[config.mk]
export PLATFORM = sky130hd
export DESIGN_NAME = pool2x2_stream
export DESIGN_NICKNAME = d
export VERILOG_FILES = /design/src/rtl/pool2x2_stream.sv
export SDC_FILE = /design/constraint.sdc
export NUM_CORES = 1
export LEC_CHECK = 0
export CELL_PAD_IN_SITES_DETAIL_PLACEMENT = 0
export CELL_PAD_IN_SITES_GLOBAL_PLACEMENT = 2
export CORE_MARGIN = 1
export CORE_UTILIZATION = 48
export CTS_BUF_LIST = sky130_fd_sc_hd__clkbuf_4 sky130_fd_sc_hd__clkbuf_8
export DETAILED_ROUTE_END_ITERATION = 8
export PLACE_DENSITY = 0.91
export REMOVE_ABC_BUFFERS = 1
export SLEW_MARGIN = 20
export SYNTH_ARGS = -nofsm -noshare
export SYNTH_HDL_FRONTEND = slang
export SYNTH_SLANG_ARGS = --single-unit
[constraint.sdc]
create_clock -name clk -period 13.9 [get_ports clk]
set_input_delay 2.78 -clock clk [delete_from_list [all_inputs] [get_ports clk]]
set_output_delay 2.78 -clock clk [all_outputs]
set_load 0.005 [all_outputs]
[src/rtl/pool2x2_stream.sv]
// Streaming 2x2 stride-2 max/average pooling over a raster-order pixel stream.
// A half-width line buffer carries the top-row pair result to the bottom row.
module pool2x2_stream #(
  parameter int MAX_W  = 32,
  parameter int DATA_W = 16
) (
  input  logic              clk,
  input  logic              reset,
  input  logic              start,
  input  logic [15:0]       in_width,
  input  logic [15:0]       in_height,
  input  logic              mode,
  input  logic              in_valid,
  input  logic [DATA_W-1:0] in_pixel,
  output logic              out_valid,
  output logic [DATA_W-1:0] out_pixel,
  output logic              out_last,
  output logic              done
);

  // state | meaning
  // IDLE  | waiting for start, in_valid ignored
  // RUN   | accepting pixels, emitting pooled windows
  // DONE  | frame finished or rejected, done held high
  typedef enum logic [1:0] {IDLE, RUN, DONE} state_t;

  localparam int BUF_D = MAX_W / 2;
  localparam int IDX_W = (BUF_D > 1) ? $clog2(BUF_D) : 1;

  state_t state_q, state_d;

  logic [15:0] w_q, h_q, row_q, col_q;
  logic        mode_q;
  logic signed [DATA_W-1:0] hold_q;
  logic signed [DATA_W:0]   lbuf [BUF_D];

  logic illegal, accept, kept, last_pix, last_win, buf_we;
  logic [15:0] col_lim, row_lim;
  logic [IDX_W-1:0] buf_idx;
  logic signed [DATA_W-1:0] pix_s, pair_max, buf_max, quad_max, result;
  logic signed [DATA_W:0]   pair_val, buf_rd;
  logic signed [DATA_W+1:0] quad_sum;

  always_comb begin
    illegal  = (in_width < 16'd2) || (in_height < 16'd2) || (in_width > 16'(MAX_W));
    accept   = (state_q == RUN) && in_valid && !start;
    col_lim  = {w_q[15:1], 1'b0};
    row_lim  = {h_q[15:1], 1'b0};
    kept     = (row_q < row_lim) && (col_q < col_lim);
    last_pix = (row_q == h_q - 16'd1) && (col_q == w_q - 16'd1);
    last_win = (row_q == row_lim - 16'd1) && (col_q == col_lim - 16'd1);
    buf_idx  = col_q[IDX_W:1];
    buf_we   = accept && kept && !row_q[0] && col_q[0];

    pix_s    = signed'(in_pixel);
    pair_max = (pix_s > hold_q) ? pix_s : hold_q;
    pair_val = mode_q ? ((DATA_W+1)'(hold_q) + (DATA_W+1)'(pix_s)) : (DATA_W+1)'(pair_max);

    // In max mode the buffer entry is a sign-extended pixel, so its low bits are exact.
    buf_rd   = lbuf[buf_idx];
    buf_max  = buf_rd[DATA_W-1:0];
    quad_max = (buf_max > pair_max) ? buf_max : pair_max;
    quad_sum = (DATA_W+2)'(buf_rd) + (DATA_W+2)'(hold_q) + (DATA_W+2)'(pix_s);
    result   = mode_q ? DATA_W'(quad_sum >>> 2) : quad_max;
  end

  always_ff @(posedge clk or negedge reset) begin
    if (!reset) state_q <= IDLE;
    else        state_q <= state_d;
  end

  always_comb begin
    state_d = state_q;
    if (start) begin
      state_d = illegal ? DONE : RUN;
    end else if (state_q == RUN && accept && last_pix) begin
      state_d = DONE;
    end
  end

  always_ff @(posedge clk) begin
    if (buf_we) lbuf[buf_idx] <= pair_val;
  end

  always_ff @(posedge clk or negedge reset) begin
    if (!reset) begin
      w_q       <= '0;
      h_q       <= '0;
      mode_q    <= 1'b0;
      row_q     <= '0;
      col_q     <= '0;
      hold_q    <= '0;
      out_valid <= 1'b0;
      out_pixel <= '0;
      out_last  <= 1'b0;
      done      <= 1'b0;
    end else begin
      out_valid <= 1'b0;
      out_last  <= 1'b0;
      if (start) begin
        w_q    <= in_width;
        h_q    <= in_height;
        mode_q <= mode;
        row_q  <= '0;
        col_q  <= '0;
        done   <= illegal;
      end else if (accept) begin
        if (col_q == w_q - 16'd1) begin
          col_q <= '0;
          row_q <= row_q + 16'd1;
        end else begin
          col_q <= col_q + 16'd1;
        end
        if (last_pix) done <= 1'b1;
        if (kept && !col_q[0]) hold_q <= pix_s;
        if (kept && row_q[0] && col_q[0]) begin
          out_valid <= 1'b1;
          out_pixel <= result;
          out_last  <= last_win;
        end
      end
    end
  end

endmodule

# Yosys cells after proc, flatten, opt, wreduce, memory -nomap -nowiden
# Memories as Yosys holds them, arrays and structs flattened.
# Index checks and enable logic that the tools add are counted.
# W data, S select, Z words.
# classes
add_sub_neg,9
magnitude_cmp,7
n_eq_ne,5
mux,24
bitwise,1
n_reduce_logical,26
# ops
cell,n
$mux W16,9
$eq A16 B16 Y1,4
$sub A16 B1 Y16 const B,4
$add A16 B1 Y16 const B,2
$gt A16 B16 Y1,2
$lt A16 B16 Y1,2
$lt A16 B2 Y1 const B,2
$add A17 B16 Y18,1
$add A18 B16 Y18,1
$add A16 B16 Y17,1
$mux W17,1
$gt A16 B6 Y1 const B,1
$logic_and A1 B1 Y1,13
$mux W1,11
$reduce_bool A2 Y1,4
$mux W2,3
$reduce_and A3 Y1,2
$reduce_and A2 Y1,2
$logic_not A1 Y1,3
$eq A2 B1 Y1 const B,1
$logic_or A1 B1 Y1,2
$not A1 Y1,1
# word_totals
regBits,102
mem_bits_rw,272
input_bits,53
output_inout_bits,19
elab_cells,84
n_memories,1
# mem_list
memory,depth,width,rd,rd_clocked_by_memory_dff,write_ports,line,source
lbuf,16,17,1,0,1,35,logic signed [DATA_W:0] lbuf [BUF_D];

# Longest topological paths before layout
# logic_depth
depth_word,8
mapped_depth,23
mapped_depth_nobuf,22

# Least setup slack after synthesis
# Ideal clock, no wire load.
# synth_timing
kind,input -> register
startpoint,input port in_pixel[1]
endpoint,register out_pixel[15]
setup_time_ns,0.135
arrival_ns,6.905
t_required_ns,13.765
setup_slack_ns,6.860
stages,22
n_path_buf,2
cell_sequence,ha_1 -> nor2b_1 -> o21ai_0 -> a21oi_1 -> o211ai_1 -> a21o_1 -> a21o_1 -> a41oi_1 -> buf_1 -> buf_2 -> mux2i_1 -> ha_1 -> a211o_1 -> a21oi_1 -> o211a_1 -> o221ai_1 -> nor2b_1 -> a221o_1 -> inv_1 -> nor3_1 -> a2111oi_0 -> o31ai_1
# synth_between
elab_chain_len,5
elab_cells_between_ends,6
cone_classes,add/sub: 1; order compare: 2; mux: 3
# synth_rtl
item,line,source
"start, declared",14,"input logic [DATA_W-1:0] in_pixel,"
$gt A16 B16 Y1,56,pair_max = (pix_s > hold_q) ? pix_s : hold_q;
$mux W16,56,
$gt A16 B16 Y1,62,quad_max = (buf_max > pair_max) ? buf_max : pair_max;
$mux W16,62,
$mux W16 (*),64,result = mode_q ? DATA_W'(quad_sum >>> 2) : quad_max;
"end signal, assigned",118,out_pixel <= result;
"end, declared",16,"output logic [DATA_W-1:0] out_pixel,"
# Every way passes the cells marked *; elsewhere a longest branch is shown, timed or not.
# A chain may end at the register's enable or synchronous reset.

# Worst setup path after layout
# Same ends and word-level chain as after synthesis.

==> flow_summary_export.csv <==
group,metric,value,unit
grt,track_usage,0.245,
grt,grt.overflow.total,0,
clock_tree,cts-root-buf,"clkbuf_8",
detailed_routing,drtPass1Iterations,5,
timing,min_period,7820,ps
floorplan,chipWidth,209,µm
detailed_routing,via_per_inst,6.00,
detailed_routing,vias,13900,
finish,final-seq-area,10700,µm²
setup_path,crit_required,14410,ps
timing,max_slew.worst_pin.slew,1180,ps
placed_design,globalplace.congestion,0.895,
synthesis,synth_area_leaders,"edfxtp_1, dfrtp_1, mux4_2",
finish,antenna_cells,0,
clock_tree,cts_buffer_depth,3,
power,p_int,0.00186,W
placed_design,hpwl,35.8,mm
clock_tree,postCtsHoldBufs,0,
timing,rsz0062_at_grt,"false",
setup_path,startpoint_type,"primary input",
detailed_routing,wl_per_cell,22.6,µm
power,seqPwrFrac,0.497,
finish,fill_cells,3450,
floorplan,die_area,43700,µm²
clock_tree,path_clk_slew,50,ps
power,power_switching,0.000637,W
floorplan,die_h,209,µm
clock_tree,insertion_delay,640,ps
clock_tree,cts_resized,0,
synthesis,netlist_instances,1650,
clock_tree,numCtsBuffers,66,
power,max-vdd-ir-drop,0.0752,mV
power,finalPower,0.00250,W
finish,area_growth,12.5,%
finish,final_cell_mix,"edfxtp_1, nand2_1, ha_1, dfrtp_1, o21ai_0",
finish,mostFrequentLayoutCell,"edfxtp_1",
synthesis,async_flop_share,0.273,
timing,setup_violations,0,
synthesis,ys_warn_count,0,
synthesis,ys_ff_latch,374,
floorplan,num_io_pins,72,
finish,nets,1908,
power,pwr-share-clk,0.408,
timing,finalCritPeriodShare,0.563,
power,static-leakage-power,8.52,nW
synthesis,synth_top_flop_cell,"edfxtp_1",
grt,grt_max_degree,66,
setup_path,crit_fanout,24,
grt,antenna_found_initial,0,
timing,skew,41.8,ps
placed_design,port_buffers,71,
synthesis,synthesis.area,20600,µm²
synthesis,yosysTopAreaCellShare,0.397,
floorplan,num_rows,75,
power,sw_frac_of_total,0.255,
power,combPwrFrac,0.095,
detailed_routing,drt_iter0_drc,1443,
timing,hold_viol,0,
grt,grt_pass1_wl,81.1,mm
setup_path,endpoint_kind,"register",
synthesis,synth_edf_count,272,
power,powerDensity,108,nW/µm²
timing,maxSlewViolCount,0,
synthesis,avgSynthCellArea,12.5,µm²
clock_tree,cts_sinks,374,
clock_tree,post-cts-setup-buffer-count,0,
finish,layout-drive-gt1-share,0.162,
clock_tree,htree_levels,3,
synthesis,yosys.area.top_type,"edfxtp_1",
synthesis,ys_types,92,
grt,grt_pass1_vias,13800,
detailed_routing,drt-total-wl,52.6,mm
detailed_routing,drc,0,
setup_path,critPathKind,"in -> reg",
finish,multi_input_area,9160,µm²
timing,setup_tns,0,ps
synthesis,synth_seq_area_share,0.521,
flow_run,maxCapViolations,0,
detailed_routing,route.antenna.remaining_nets,0,
min_path,hold_class,"reg -> reg",
status,outcome,"finished clean",
floorplan,core,42100,µm²
floorplan,start_util,0.488,
timing,slew_headroom,0.214,
clock_tree,cts_tree,"done",
setup_path,cp_data_arrival_time,8330,ps
timing,fmax,128,MHz
path summary, 6_finish.rpt:
check                             start  depth (start not counted)            end  slack (ps)
min in group asynchronous         reset                          1         w_q[8]        2220
max reg2reg                    col_q[1]                         19  out_pixel[15]        7310
max                         in_pixel[1]                         21  out_pixel[15]        6080
min                        out_pixel[6]                          2   out_pixel[6]         490
max in group asynchronous         reset                          2      hold_q[0]       10490
min reg2reg                out_pixel[6]                          2   out_pixel[6]         490
layout make-up:
cell class,instances,area share
repair buffers,105,0.0414
clock buffers,85,0.0462
clock inverters,30,0.0102
flip-flops and latches,374,0.463
well taps,539,0.0291
multi-input cells,1101,0.396
inverters,88,0.0143
synthesized netlist by cell type, drive strengths merged, types with 34 or more instances:
cell / number
a21oi: 65
buf: 35
clkbuf: 50
dfrtp: 102
edfxtp: 272
ha: 101
inv: 87
mux2i: 35
mux4: 82
nand2: 119
nand3: 55
nand4: 34
nor2: 99
nor3: 34
o21ai: 98
xnor2: 53
critical path, cell delays in order:
cell	delay, ps
clkdlybuf4s50_1	560
ha_1	400
nor2b_1	140
o21ai_0	80
a21oi_1	180
o211ai_1	100
a21o_1	200
a21o_1	170
a41oi_2	180
buf_4	330
mux2i_1	410
ha_1	340
a211o_1	270
a21oi_1	110
o211a_1	190
o221ai_1	140
nor2_1	110
a221o_1	690
inv_1	320
a2111oi_0	510
o31ai_1	100
metrics by stage:
stage	setup slack [ps]	instances	util	hold WS [ps]	instance area, µm²
final	6080	2322	0.549	493	23200
after global routing	5740	2322	0.549	520	23200
after floorplan	6040	1563	-	471	20100
after global placement	5630	2207	0.518	478	21800
after detailed placement	5570	2207	0.518	485	21800
after CTS	6230	2322	0.549	497	23100
flip-flops by register name, summed over array words and instances (netlist names):
signal	flops
col_q	16
done	1
h_q	16
hold_q	16
lbuf	272
mode_q	1
out_last	1
out_pixel	16
out_valid	1
row_q	16
state_q	2
w_q	16
layer usage:
metal	vias up	share of wire	GRT usage
met5	-	0	0
met4	0	0.022	0.0766
met3	94	0.062	0.0391
met2	481	0.46	0.376
met1	6969	0.46	0.358
li1	6392	-	-
logic make-up (layout without fill, tap and decap cells):
kind of cell    count (synthesis)  count (layout)  synth area share
buf+inv                       175             308            0.0379
mux                           129             129             0.114
fa+ha+maj                     119             119            0.0789
compound gates                311             311            0.0979
simple gates                  457             457             0.114
flops                         374             374             0.521
xor+xnor                       85              85            0.0362
power by group through the flow:
stage	registers (W)	clock network, W	logic (W)
2_1_floorplan	0.00126	0	0.000143
3_3_place_gp	0.00127	0	0.000228
3_5_place_dp	0.00127	0	0.000232
4_1_cts	0.00124	0.00104	0.000233
5_1_grt	0.00124	0.00109	0.000262
6_report	0.00124	0.00102	0.000237
No activity file was read; power rests on OpenSTA's default activity.
